--- config.mk ---
export PLATFORM = sky130hd
export DESIGN_NAME = host_bus_master
export DESIGN_NICKNAME = d
export VERILOG_FILES = /design/src/rtl/host_bus_master_pkg.sv /design/src/rtl/host_bus_master.sv
export SDC_FILE = /design/constraint.sdc
export NUM_CORES = 1
export LEC_CHECK = 0
export CELL_PAD_IN_SITES_DETAIL_PLACEMENT = 1
export CELL_PAD_IN_SITES_GLOBAL_PLACEMENT = 2
export CORE_MARGIN = 2
export CORE_UTILIZATION = 25
export DETAILED_ROUTE_END_ITERATION = 12
export PLACE_DENSITY_LB_ADDON = 0.08
export SYNTH_ARGS = -nofsm -noshare
export SYNTH_HDL_FRONTEND = slang
export SYNTH_SLANG_ARGS = --single-unit
--- constraint.sdc ---
create_clock -name clk -period 4.1 [get_ports clk]
set_input_delay 0.82 -clock clk [delete_from_list [all_inputs] [get_ports clk]]
set_output_delay 0.82 -clock clk [all_outputs]
set_load 0.02 [all_outputs]
--- src/rtl/host_bus_master_pkg.sv ---
// Shared definitions for the PET memory bus host initiator.
// Holds the initiator state encoding, the bus address/data widths and the
// default strobe length. The address decoder and the CPU/host arbiter use
// the same address width.
package host_bus_master_pkg;

    localparam int PET_ADDR_WIDTH    = 17;
    localparam int PET_DATA_WIDTH    = 8;
    localparam int PET_ACCESS_CYCLES = 3;

    typedef enum logic [2:0] {
        ST_IDLE      = 3'd0,
        ST_WAIT_SLOT = 3'd1,
        ST_SETUP     = 3'd2,
        ST_STROBE    = 3'd3,
        ST_HOLD      = 3'd4
    } hbm_state_e;

endpackage

--- src/rtl/host_bus_master.sv ---
// host_bus_master: host-side initiator for the PET memory bus.
// Accepts one read/write command at a time from the host bridge, waits for
// a bus slot from the arbiter, then runs a fixed-length RAM access:
// one clock of address setup, ACCESS_CYCLES clocks of strobe, one clock of
// hold. Writes are not filtered by any read-only attribute, which is how
// ROM images get loaded.
//
// Ports:
//   clk, reset               - single clock, synchronous active-high reset
//   cmd_valid/cmd_ready      - host command handshake
//   cmd_we/addr/wdata        - command contents (1 = write)
//   rsp_valid                - one-clock completion pulse
//   rsp_rdata                - last read data, unchanged by writes
//   slot_grant               - arbiter allows an access to start
//   bus_active               - host owns the bus (SETUP..HOLD)
//   bus_addr                 - address to the bus and decoder
//   bus_wdata, bus_wdata_oe  - write data and its drive enable
//   bus_rdata                - data bus readback
//   ram_oe, ram_we           - registered RAM strobes, active-high
module host_bus_master
    import host_bus_master_pkg::*;
#(
    parameter int ADDR_WIDTH    = PET_ADDR_WIDTH,
    parameter int DATA_WIDTH    = PET_DATA_WIDTH,
    parameter int ACCESS_CYCLES = PET_ACCESS_CYCLES
) (
    input  logic                  clk,
    input  logic                  reset,
    input  logic                  cmd_valid,
    output logic                  cmd_ready,
    input  logic                  cmd_we,
    input  logic [ADDR_WIDTH-1:0] cmd_addr,
    input  logic [DATA_WIDTH-1:0] cmd_wdata,
    output logic                  rsp_valid,
    output logic [DATA_WIDTH-1:0] rsp_rdata,
    input  logic                  slot_grant,
    output logic                  bus_active,
    output logic [ADDR_WIDTH-1:0] bus_addr,
    output logic [DATA_WIDTH-1:0] bus_wdata,
    output logic                  bus_wdata_oe,
    input  logic [DATA_WIDTH-1:0] bus_rdata,
    output logic                  ram_oe,
    output logic                  ram_we
);

    // One extra bit so ACCESS_CYCLES-1 always fits without wrapping.
    localparam int CNT_WIDTH = $clog2(ACCESS_CYCLES) + 1;
    localparam logic [CNT_WIDTH-1:0] CNT_LOAD = CNT_WIDTH'(ACCESS_CYCLES - 1);

    hbm_state_e            state_reg;
    logic                  we_reg;
    logic [CNT_WIDTH-1:0]  cnt_reg;
    logic [ADDR_WIDTH-1:0] addr_reg;
    logic [DATA_WIDTH-1:0] wdata_reg;
    logic [DATA_WIDTH-1:0] rdata_reg;
    logic                  rsp_valid_reg;
    logic                  bus_active_reg;
    logic                  wdata_oe_reg;
    logic                  ram_oe_reg;
    logic                  ram_we_reg;

    // Ready is gated by reset directly so the host sees it low for the whole
    // reset interval, including the first clock before the state settles.
    assign cmd_ready    = (state_reg == ST_IDLE) && !reset;
    assign rsp_valid    = rsp_valid_reg;
    assign rsp_rdata    = rdata_reg;
    assign bus_active   = bus_active_reg;
    assign bus_addr     = addr_reg;
    assign bus_wdata    = wdata_reg;
    assign bus_wdata_oe = wdata_oe_reg;
    assign ram_oe       = ram_oe_reg;
    assign ram_we       = ram_we_reg;

    // All outputs are set on the edge entering the state they belong to, so
    // every strobe comes straight from a flop.
    always_ff @(posedge clk) begin
        if (reset) begin
            state_reg      <= ST_IDLE;
            we_reg         <= 1'b0;
            cnt_reg        <= '0;
            addr_reg       <= '0;
            wdata_reg      <= '0;
            rdata_reg      <= '0;
            rsp_valid_reg  <= 1'b0;
            bus_active_reg <= 1'b0;
            wdata_oe_reg   <= 1'b0;
            ram_oe_reg     <= 1'b0;
            ram_we_reg     <= 1'b0;
        end else begin
            case (state_reg)
                ST_IDLE: begin
                    if (cmd_valid) begin
                        we_reg    <= cmd_we;
                        addr_reg  <= cmd_addr;
                        wdata_reg <= cmd_wdata;
                        state_reg <= ST_WAIT_SLOT;
                    end
                end
                ST_WAIT_SLOT: begin
                    if (slot_grant) begin
                        bus_active_reg <= 1'b1;
                        state_reg      <= ST_SETUP;
                    end
                end
                ST_SETUP: begin
                    cnt_reg      <= CNT_LOAD;
                    ram_oe_reg   <= !we_reg;
                    ram_we_reg   <= we_reg;
                    wdata_oe_reg <= we_reg;
                    state_reg    <= ST_STROBE;
                end
                ST_STROBE: begin
                    if (cnt_reg == '0) begin
                        // Strobes drop entering HOLD; data output enable
                        // stays on for write hold time.
                        ram_oe_reg    <= 1'b0;
                        ram_we_reg    <= 1'b0;
                        rsp_valid_reg <= 1'b1;
                        if (!we_reg) begin
                            rdata_reg <= bus_rdata;
                        end
                        state_reg <= ST_HOLD;
                    end else begin
                        cnt_reg <= cnt_reg - CNT_WIDTH'(1);
                    end
                end
                ST_HOLD: begin
                    rsp_valid_reg  <= 1'b0;
                    bus_active_reg <= 1'b0;
                    wdata_oe_reg   <= 1'b0;
                    state_reg      <= ST_IDLE;
                end
                default: begin
                    rsp_valid_reg  <= 1'b0;
                    bus_active_reg <= 1'b0;
                    wdata_oe_reg   <= 1'b0;
                    ram_oe_reg     <= 1'b0;
                    ram_we_reg     <= 1'b0;
                    state_reg      <= ST_IDLE;
                end
            endcase
        end
    end

endmodule

### After elaboration in Yosys (flattened, before gate mapping)

Index checks and enable logic that the tools add are counted.

* register bits after elaboration: 45
* bits of input ports: 38
* output and inout port bits: 39
* word-level logic and storage cells: 55

* add/subtract/negate cells: 1
* equality and inequality tests: 8
* mux-type cells: 14
* bitwise operators: 4
* reduce and logical (&&, ||, !) cells: 17

Operators with widths (count)
* 3-bit 2-to-1 mux: 4
* 3-bit case mux with 4 select lines: 1
* 3-bit OR reduction: 4
* 2-bit AND reduction: 5
* 2-bit != test (second input constant): 4
* 3-bit by 2-bit equality test with 1-bit output (second input constant): 2
* 3-bit logical NOT: 2
* 1-bit case mux with 2 select lines: 3
* 1-bit case mux with 3 select lines: 2
* 3-bit case mux with 2 select lines: 1
* 3-bit AND reduction: 2
* 1-bit inverter: 4
* 3-bit by 1-bit equality test with 1-bit output (second input constant): 1
* 3-bit equality test (second input constant): 1
* 1-bit 2-to-1 mux: 3
* 3-bit by 1-bit subtractor with 3-bit output (second input constant): 1
* 1-bit logical NOT: 2
* 2-bit nonzero test: 1
* 1-bit logical AND: 1

### Depth between registers and ports, before layout

Gate-level depths: netlist (run 1).

* word-level depth: 4
* mapped depth: 6

### Least setup slack after synthesis (run 1)

Ideal clock, no wire load.

* path kind: input to output
* from: in reset
* to: out cmd_ready
* arrival time: 1.617 ns
* path slack: 1.663 ns
* stages: 2
* path buffers: 1
* cell sequence: clkbuf_1 nor4_1

* longest elaborated chain between the ends: 2

Ends and longest elaborated chain
* from (decl): line host_bus_master.sv:28 `input logic reset,`
* 1-bit logical NOT: line host_bus_master.sv:64 `assign cmd_ready = (state_reg == ST_IDLE) && !reset;`
* 1-bit logical AND: line host_bus_master.sv:64
* to (decl): line host_bus_master.sv:30 `output logic cmd_ready,`

Every way passes these cells.

### Worst setup path after layout (run 1)

Same ends and word-level chain as after synthesis.

==> flow_metrics.env, run 1 <==
export IMPL_synth_top_area_share_pct=50.2
export IMPL_worstPathRequired_ns=3.28
export IMPL_clk_latency_ns=0.29
export IMPL_slew_violations=0
export IMPL_dr_pass1_iters=4
export IMPL_antenna_cells=0
export IMPL_fin_nets=319
export IMPL_final_setup_skew_ns=0.00527
export IMPL_core_area_um2=6870
export IMPL_irDropWorstVdd_mv=0.131
export IMPL_cp_end_kind="output pin"
export IMPL_largest_reg_flops=17
export IMPL_fp_dieW_um=88.7
export IMPL_syn_to_final_growth_pct=50.3
export IMPL_finalSetupTns_ns=0
export IMPL_avgSynthCellArea_um2=8.66
export IMPL_pre_cts_slack_ns=1.39
export IMPL_synth_cell_area_um2=1790
export IMPL_regToRegSetupSlack_ns=2.22
export IMPL_cts_resized=0
export IMPL_synth_edf_count=0
export IMPL_grt_total_usage_pct=12.3
export IMPL_switching_share_pct=27.5
export IMPL_p_comb_share_pct=20.7
export IMPL_io_pins=77
export IMPL_post_cts_setup_buffer_count=0
export IMPL_grt_pass1_wl_um=7440
export IMPL_critical_path_arrival_ns=1.77
export IMPL_viasPerCell=4.34
export IMPL_p_total_uw=966
export IMPL_grt_overflow=0
export IMPL_synth_fp_nets=247
export IMPL_gp_congestion=0.686
export IMPL_critPathLaunchType="primary input"
export IMPL_detail_route_antenna_nets=0
export IMPL_drc=0
export IMPL_ys_seq_elements=45
export IMPL_crit_type="in2out"
export IMPL_cts_tree="built"
export IMPL_hold_slack_ns=0.455
export IMPL_hp_class="reg2reg"
export IMPL_grt_antenna_before_repair=0
export IMPL_dieArea_um2=7870
export IMPL_finalWorstSetupSlack_ns=1.51
export IMPL_routedWlPerCell_um=12.5
export IMPL_dr_first_iter_drc_count=42
export IMPL_postSynthCellCount=207
export IMPL_path_max_fanout=2
export IMPL_clock_sinks=45
export IMPL_cts_max_level=2
export IMPL_p_switching_uw=266
export IMPL_portBuffers=76
export IMPL_cts_made_buffers=5
export IMPL_finalCritPeriodShare_pct=63.1
export IMPL_drive_gt1_share_pct=5.02
export IMPL_num_rows=30
export IMPL_yosysTopAreaCell="dfxtp_1"
export IMPL_relSlewSlack_pct=37.0
export IMPL_hold_violations=0
export IMPL_p_int_uw=700
export IMPL_status="finished, final reports clean"
export IMPL_yosys_warnings=0
export IMPL_ys_seq_area_share_pct=50.2
export IMPL_cts_buffer_depth=2
export IMPL_die_y_um=88.7
export IMPL_period_needed_ns=2.59
export IMPL_maxCapViolCount=0
export IMPL_seqPwrFrac_pct=50.3
export IMPL_fillCellCount=824
export IMPL_grt_pass1_vias=1606
export IMPL_clkPwrFrac_pct=29.1
export IMPL_drt_wl_total_um=4700
export IMPL_clkSlewWorstSetupHoldPaths_ns=0.08
export IMPL_start_util_pct=26.1
export IMPL_root_buffer="clkbuf_8"
export IMPL_cts_hold_fix_buffers=0
export IMPL_synthTopCellsByCount="nand2_1 (56), dfxtp_1 (45), a21oi_1 (33), nand2b_1 (18), mux2i_1 (8)"
export IMPL_synth_distinct_cells=30
export IMPL_synthFlopType="dfxtp_1"
export IMPL_grt_max_degree=50
export IMPL_max_freq_mhz=386
export IMPL_synthArstFlopShare_pct=0
export IMPL_dpl_hpwl_um=3190
export IMPL_worstMarginPinSlew_ns=0.945
export IMPL_finalSetupViolations=0
export IMPL_synth_most_common_cell="nand2_1"
export IMPL_p_per_area_nw_per_um2=359
export IMPL_num_vias=1629
export IMPL_rsz0062_at_grt="false"
export IMPL_p_leak_uw=0.000929
export IMPL_yosys_top_cells_area="dfxtp_1 (50%), nand2_1 (12%), a21oi_1 (9.2%)"
-- critical path: stages --
cell	delay, ns
buf_2	0.12
nor4_1	0.18
clkdlybuf4s50_1	0.65
-- area by class of cell --
type                       count  area, um^2  area share [%]
sequential                    45         901            33.4
multi-input combinational    144         798            29.6
timing repair buffer          78         771            28.6
tap                           96         120            4.46
clock buffer                   7        86.3            3.20
inverter                       5        18.8           0.696
-- metrics by stage --
| step | cells | area, um^2 | util, % |
|---|---|---|---|
| global route | 375 | 2700 | 39.2 |
| floorplan | 207 | 1790 | - |
| CTS | 375 | 2700 | 39.2 |
| global placement | 368 | 2610 | 38.0 |
| detailed placement | 368 | 2610 | 38.0 |
| finish | 375 | 2700 | 39.2 |
-- cells in the final DEF (no fill, tap or decap), types with 3 or more instances in the layout --
| cell type | n |
|---|---|
| clkbuf_8 | 6 |
| dfxtp_1 | 45 |
| a21oi_1 | 33 |
| nand2_1 | 56 |
| nand3_1 | 3 |
| nand2b_1 | 18 |
| clkdlybuf4s50_1 | 75 |
| inv_1 | 5 |
| mux2i_1 | 8 |
-- metal layers --
layer | share of wire (%) | wire length [um] | track usage, % | vias up
li1 | - | - | - | 820
met1 | 45 | 2130 | 15.3 | 755
met2 | 45 | 2110 | 19.4 | 51
met3 | 9.1 | 428 | 5.41 | 3
met4 | 0.79 | 37 | 3.72 | 0
met5 | 0 | 0 | 0 | -
-- power groups by stage --
| stage | registers, uW | clock network, uW | logic (uW) |
|---|---|---|---|
| 3_5_place_dp | 496 | 0 | 204 |
| 4_1_cts | 487 | 296 | 204 |
| 3_3_place_gp | 496 | 0 | 203 |
| 2_1_floorplan | 518 | 0 | 83.6 |
| 6_report | 486 | 281 | 200 |
| 5_1_grt | 490 | 318 | 220 |
-- logic make-up (layout without fill, tap and decap cells) --
group / after synthesis / count (layout) / share of synthesized area [%]
adders and majority gates: 2 / 2 / 1.40
muxes: 8 / 8 / 4.47
buffers and inverters: 18 / 90 / 5.23
AOI/OAI and AO/OA: 42 / 42 / 12.6
DFF: 45 / 45 / 50.2
and+or+nand+nor: 92 / 92 / 26.0
-- final timing paths --
check             depth (start not counted)            to          from
hold reg to reg                           2  bus_addr[15]  bus_addr[15]
setup reg to reg                          3   bus_addr[1]  state_reg[0]
setup / recovery                          3     cmd_ready         reset
hold / removal                            2  bus_addr[15]  bus_addr[15]
Note: power is estimated with default switching activity, not from simulation.
==> inputs of run 2 (changes only) <==
--- a/config.mk
+++ b/config.mk
@@ -8,7 +8,7 @@
 export CELL_PAD_IN_SITES_DETAIL_PLACEMENT = 1
 export CELL_PAD_IN_SITES_GLOBAL_PLACEMENT = 2
 export CORE_MARGIN = 2
-export CORE_UTILIZATION = 25
+export CORE_UTILIZATION = 23
 export DETAILED_ROUTE_END_ITERATION = 12
 export PLACE_DENSITY_LB_ADDON = 0.08
 export SYNTH_ARGS = -nofsm -noshare
==> constraint.sdc (replaced) <==
create_clock -name clk -period 2.62 [get_ports clk]
set_input_delay 0.524 -clock clk [delete_from_list [all_inputs] [get_ports clk]]
set_output_delay 0.524 -clock clk [all_outputs]
set_load 0.02 [all_outputs]
==> run 2 against run 1 <==
Effect of this change:
- critical path type unchanged
- critical endpoint unchanged
- sequential share of layout area shrank 0.55 points
- largest cell class unchanged
- setup slack got worse by 1.3 ns
- hold slack improved by 0.00088 ns
- count of clock-buffer cells in the layout is 1 lower
- first-iteration DRC count is 64% lower
- routed wire length grew 3.3%
==> flow_metrics.env, run 2 (synthesized netlist as in run 1, its figures left out) <==
export IMPL_fin_nets=322
export IMPL_clkPwrFrac_pct=29.7
export IMPL_p_int_uw=1110
export IMPL_period_needed_ns=2.44
export IMPL_p_per_area_nw_per_um2=561
export IMPL_layout_commonest_cell="clkdlybuf4s50_1"
export IMPL_drt_wl_total_um=4860
export IMPL_dieArea_um2=8520
export IMPL_drc=0
export IMPL_p_comb_share_pct=21.3
export IMPL_irDropWorstVdd_mv=0.195
export IMPL_dpl_hpwl_um=3280
export IMPL_clkSlewWorstSetupHoldPaths_ns=0.08
export IMPL_cts_tree="built"
export IMPL_cpPeakStageDelay_ns=0.67
export IMPL_cts_made_buffers=5
export IMPL_io_pins=77
export IMPL_worstMarginPinSlew_ns=0.548
export IMPL_seqPwrFrac_pct=49.0
export IMPL_final_cell_mix="clkdlybuf4s50_1 (76), nand2_1 (56), dfxtp_1 (45), a21oi_1 (33), nand2b_1 (18)"
export IMPL_crit_slowest_cell="clkdlybuf4s50_1"
export IMPL_num_vias=1655
export IMPL_grt_pass1_wl_um=8230
export IMPL_viasPerCell=4.30
export IMPL_finalCritPeriodShare_pct=93.2
export IMPL_finalSetupTns_ns=0
export IMPL_fp_dieW_um=92.3
export IMPL_die_y_um=92.3
export IMPL_root_buffer="clkbuf_8"
export IMPL_utilization_pct=35.8
export IMPL_cp_end_kind="output pin"
export IMPL_slew_violations=0
export IMPL_p_leak_uw=0.000950
export IMPL_multiInputGateArea_um2=798
export IMPL_final_setup_skew_ns=0.00568
export IMPL_hold_violations=0
export IMPL_fillCellCount=884
export IMPL_dr_pass1_iters=4
export IMPL_core_area_um2=7650
export IMPL_critPathLaunchType="primary input"
export IMPL_cts_max_level=2
export IMPL_gp_congestion=0.705
export IMPL_switching_share_pct=28.1
export IMPL_regArea_um2=901
export IMPL_finalWorstSetupSlack_ns=0.179
export IMPL_pre_cts_slack_ns=0.177
export IMPL_cp_num_cells=3
export IMPL_crit_type="in2out"
export IMPL_status="finished, final reports clean"
export IMPL_grt_total_usage_pct=12.1
export IMPL_syn_to_final_growth_pct=52.8
export IMPL_cp_num_buf_inv=2
export IMPL_dr_first_iter_drc_count=15
export IMPL_cts_hold_fix_buffers=0
export IMPL_detail_route_antenna_nets=0
export IMPL_critPathMostFrequentCell="clkdlybuf4s50_1"
export IMPL_p_switching_uw=432
export IMPL_path_max_fanout=2
export IMPL_portBuffers=76
export IMPL_grt_pass1_vias=1686
export IMPL_num_rows=32
export IMPL_post_cts_setup_buffer_count=0
export IMPL_cts_buffer_depth=2
export IMPL_worstPathRequired_ns=2.10
export IMPL_largest_reg_flops=17
export IMPL_holdPathStages=2
export IMPL_relSlewSlack_pct=63.3
export IMPL_clock_sinks=45
export IMPL_crit_family="buffers and inverters"
export IMPL_cts_resized=0
export IMPL_hp_class="reg2reg"
export IMPL_finalSetupViolations=0
export IMPL_placed_area_um2=2640
export IMPL_worstPathCellList="clkdlybuf4s50_1 -> nor4_1 -> clkdlybuf4s50_1"
export IMPL_maxCapViolCount=0
export IMPL_clk_latency_ns=0.29
export IMPL_drive_gt1_share_pct=6.36
export IMPL_start_util_pct=23.4
export IMPL_critical_path_arrival_ns=1.92
export IMPL_max_freq_mhz=410
export IMPL_routedWlPerCell_um=12.6
export IMPL_grt_antenna_before_repair=0
export IMPL_rsz0062_at_grt="false"
export IMPL_r2r_cells=6
export IMPL_fin_area_um2=2740
export IMPL_grt_max_degree=50
export IMPL_p_total_uw=1540
export IMPL_grt_overflow=0
export IMPL_antenna_cells=0
-- run 2: changes by cell type in the layout (fill, tap and decap cells not counted), sizes merged --
cell	delta
clkinv	+2
clkdlybuf4s50	+1
buf	+2
clkbuf	-1
-- run 2: area by class of cell --
| class | instances | share of cell area, % |
|---|---|---|
| Inverter | 5 | 0.685 |
| Multi-Input combinational cell | 144 | 29.1 |
| Clock inverter | 2 | 0.502 |
| Timing Repair Buffer | 81 | 29.1 |
| Clock buffer | 6 | 3.01 |
| Tap cell | 102 | 4.66 |
| Sequential cell | 45 | 32.9 |
-- run 2: worst paths after layout --
kind | from | slack, ns | end
worst min register to register | bus_wdata[0] | 0.46 | bus_wdata[0]
worst max-delay path | reset | 0.18 | cmd_ready
worst min-delay path | bus_wdata[0] | 0.46 | bus_wdata[0]
worst max register to register | cnt_reg[0] | 0.90 | rsp_rdata[0]
-- run 2: power groups by stage --
stage / clock network, uW / registers [uW] / logic [uW]
6_report: 457 / 753 / 328
5_1_grt: 514 / 759 / 362
4_1_cts: 490 / 754 / 336
3_5_place_dp: 0 / 770 / 334
3_3_place_gp: 0 / 768 / 333
2_1_floorplan: 0 / 810 / 131
-- run 2: through the flow --
step	std cells	hold slack (ns)
after floorplan	207	0.444
after global placement	377	0.441
after detailed placement	377	0.447
after CTS	385	0.461
after global routing	385	0.477
final	385	0.456
-- run 2: layer usage --
layer / wire length (um) / vias up / GRT usage [%]
li1: - / 830 / -
met1: 2220 / 766 / 15.0
met2: 2090 / 55 / 18.6
met3: 507 / 4 / 6.51
met4: 37 / 0 / 2.61
met5: 0 / - / 0
-- run 2: tightest hold or removal path: cells and delay by family (launching register included) --
family             cells  cell delay [ns]
and+or+nand+nor        1             0.05
AOI/OAI and AO/OA      1             0.05
DFF                    1             0.31
==> inputs of run 3 (changes only) <==
--- a/config.mk
+++ b/config.mk
@@ -10,6 +10,7 @@
 export CORE_MARGIN = 2
 export CORE_UTILIZATION = 23
 export DETAILED_ROUTE_END_ITERATION = 12
+export GPL_TIMING_DRIVEN = 0
 export PLACE_DENSITY_LB_ADDON = 0.08
 export SYNTH_ARGS = -nofsm -noshare
 export SYNTH_HDL_FRONTEND = slang
==> run 3 against run 2 <==
Effect of this change:
- combinational power grew 4%
- clock skew increased by 0.0026 ns
- global-route usage increased by 0.41 points
- sequential share of layout area fell by 0.43 points
- first-iteration DRC count rose by 27%
- count of clock-buffer cells in the layout unchanged
==> flow_metrics.env, run 3 (synthesized netlist as in run 1, its figures left out) <==
export IMPL_status="finished, final reports clean"
export IMPL_pre_cts_slack_ns=-0.145
export IMPL_dieArea_um2=8520
export IMPL_final_cell_mix="clkdlybuf4s50_1 (75), nand2_1 (56), dfxtp_1 (45), a21oi_1 (33), nand2b_1 (18)"
export IMPL_portBuffers=76
export IMPL_dr_first_iter_drc_count=19
export IMPL_worstMarginPinSlew_ns=0.538
export IMPL_drt_wl_total_um=5060
export IMPL_gp_congestion=0.739
export IMPL_largest_reg_flops=17
export IMPL_cpPeakStageDelay_ns=0.53
export IMPL_cp_end_kind="output pin"
export IMPL_relSlewSlack_pct=64.0
export IMPL_slew_violations=0
export IMPL_finalSetupTns_ns=0
export IMPL_crit_end="cmd_ready"
export IMPL_grt_antenna_before_repair=0
export IMPL_maxCapViolCount=0
export IMPL_cts_hold_fix_buffers=0
export IMPL_worstPathCellList="clkdlybuf4s50_1 -> clkbuf_1 -> nor4_1 -> dlygate4sd2_1"
export IMPL_r2r_cells=6
export IMPL_syn_to_final_growth_pct=54.8
export IMPL_irDropWorstVdd_mv=0.202
export IMPL_fin_nets=330
export IMPL_crit_family="buffers and inverters"
export IMPL_drive_gt1_share_pct=6.53
export IMPL_grt_pass1_wl_um=8370
export IMPL_core_area_um2=7650
export IMPL_cp_num_buf_inv=3
export IMPL_crit_slowest_cell="clkdlybuf4s50_1"
export IMPL_grt_total_usage_pct=12.5
export IMPL_io_pins=77
export IMPL_grt_overflow=0
export IMPL_p_per_area_nw_per_um2=563
export IMPL_startpoint="reset"
export IMPL_dpl_hpwl_um=3640
export IMPL_clock_sinks=45
export IMPL_max_freq_mhz=411
export IMPL_hold_violations=0
export IMPL_drc=0
export IMPL_rsz0062_at_grt="false"
export IMPL_final_setup_skew_ns=0.00826
export IMPL_routedWlPerCell_um=12.9
export IMPL_cts_made_buffers=5
export IMPL_num_vias=1654
export IMPL_grt_max_degree=15
export IMPL_fp_dieW_um=92.3
export IMPL_period_needed_ns=2.44
export IMPL_die_y_um=92.3
export IMPL_regToRegSetupSlack_ns=0.87
export IMPL_critPathLaunchType="primary input"
export IMPL_dr_pass1_iters=4
export IMPL_cts_max_level=2
export IMPL_crit_type="in2out"
export IMPL_root_buffer="clkbuf_8"
export IMPL_critical_path_arrival_ns=1.91
export IMPL_cp_num_cells=4
export IMPL_clkSlewWorstSetupHoldPaths_ns=0.09
export IMPL_finalSetupViolations=0
export IMPL_cts_tree="built"
export IMPL_r2r_start="cnt_reg[0]"
export IMPL_num_rows=32
export IMPL_finalWorstSetupSlack_ns=0.184
export IMPL_cts_buffer_depth=2
export IMPL_layout_commonest_cell="clkdlybuf4s50_1"
export IMPL_start_util_pct=23.4
export IMPL_path_max_fanout=10
export IMPL_clk_latency_ns=0.30
export IMPL_detail_route_antenna_nets=0
export IMPL_finalCritPeriodShare_pct=93.0
export IMPL_grt_pass1_vias=1667
export IMPL_worstPathRequired_ns=2.10
export IMPL_p_leak_uw=0.000967
export IMPL_hp_class="reg2reg"
export IMPL_antenna_cells=0
export IMPL_reg2reg_to="rsp_rdata[7]"
export IMPL_viasPerCell=4.21
-- run 3: cell count changes in the layout (fill, tap and decap cells not counted), sizes merged --
cell,before,now
buf,5,7
clkdlybuf4s50,76,75
clkbuf,6,12
dlygate4sd2,0,1
-- run 3: how the worst min path moves through the flow --
stage	start	to	slack [ns]	cells after the start
final	bus_addr[3]	bus_addr[3]	0.46	2
after global routing	bus_wdata[7]	bus_wdata[7]	0.48	2
after CTS	bus_addr[3]	bus_addr[3]	0.46	2
after detailed placement	bus_addr[3]	bus_addr[3]	0.45	2
after global placement	bus_addr[3]	bus_addr[3]	0.44	2
after floorplan	cnt_reg[0]	cnt_reg[0]	0.44	2
-- run 3: through the flow --
step	hold slack (ns)	instance area [um^2]	util, %	cells	total power [uW]
after floorplan	0.444	1790	-	207	941
after global placement	0.443	2680	35.1	385	1120
after detailed placement	0.449	2680	35.1	385	1120
after CTS	0.462	2780	36.3	393	1590
after global routing	0.484	2780	36.3	393	1650
final	0.456	2780	36.3	393	1560
-- run 3: layer usage --
metal | vias to the layer above | routed length [um] | part of all wire, % | global-route usage (%)
met1 | 741 | 2530 | 50 | 17.1
met5 | - | 0 | 0 | 0
met2 | 58 | 2040 | 40 | 17.6
met3 | 4 | 423 | 8.4 | 5.37
li1 | 851 | - | - | -
met4 | 0 | 63 | 1.2 | 4.10
-- run 3: cell type report --
class                   count  area (um^2)
well taps                 102          128
repair buffers             76          759
clock inverters             2         13.8
multi-input cells         144          798
fillers                   901         4870
flip-flops and latches     45          901
inverters                   5         18.8
plain buffers              13         75.1
clock buffers               6         82.6
-- run 3: timing repair --
item / 4_1_cts / 5_1_grt
setup endpoints to repair: 1 / 0
buffers inserted: 0 / 0
gates resized for setup: 1 / 0
-- run 3: tightest hold or removal path: stages (launching register included) --
cell	delay, ns
dfxtp_1	0.32
nand2_1	0.05
a21oi_1	0.05
-- run 3: where the power goes --
group	internal (uW)	switching (uW)	leakage, uW
Sequential	727	24.9	0.000367
Combinational	172	170	0.000549
Clock	214	255	0.0000512
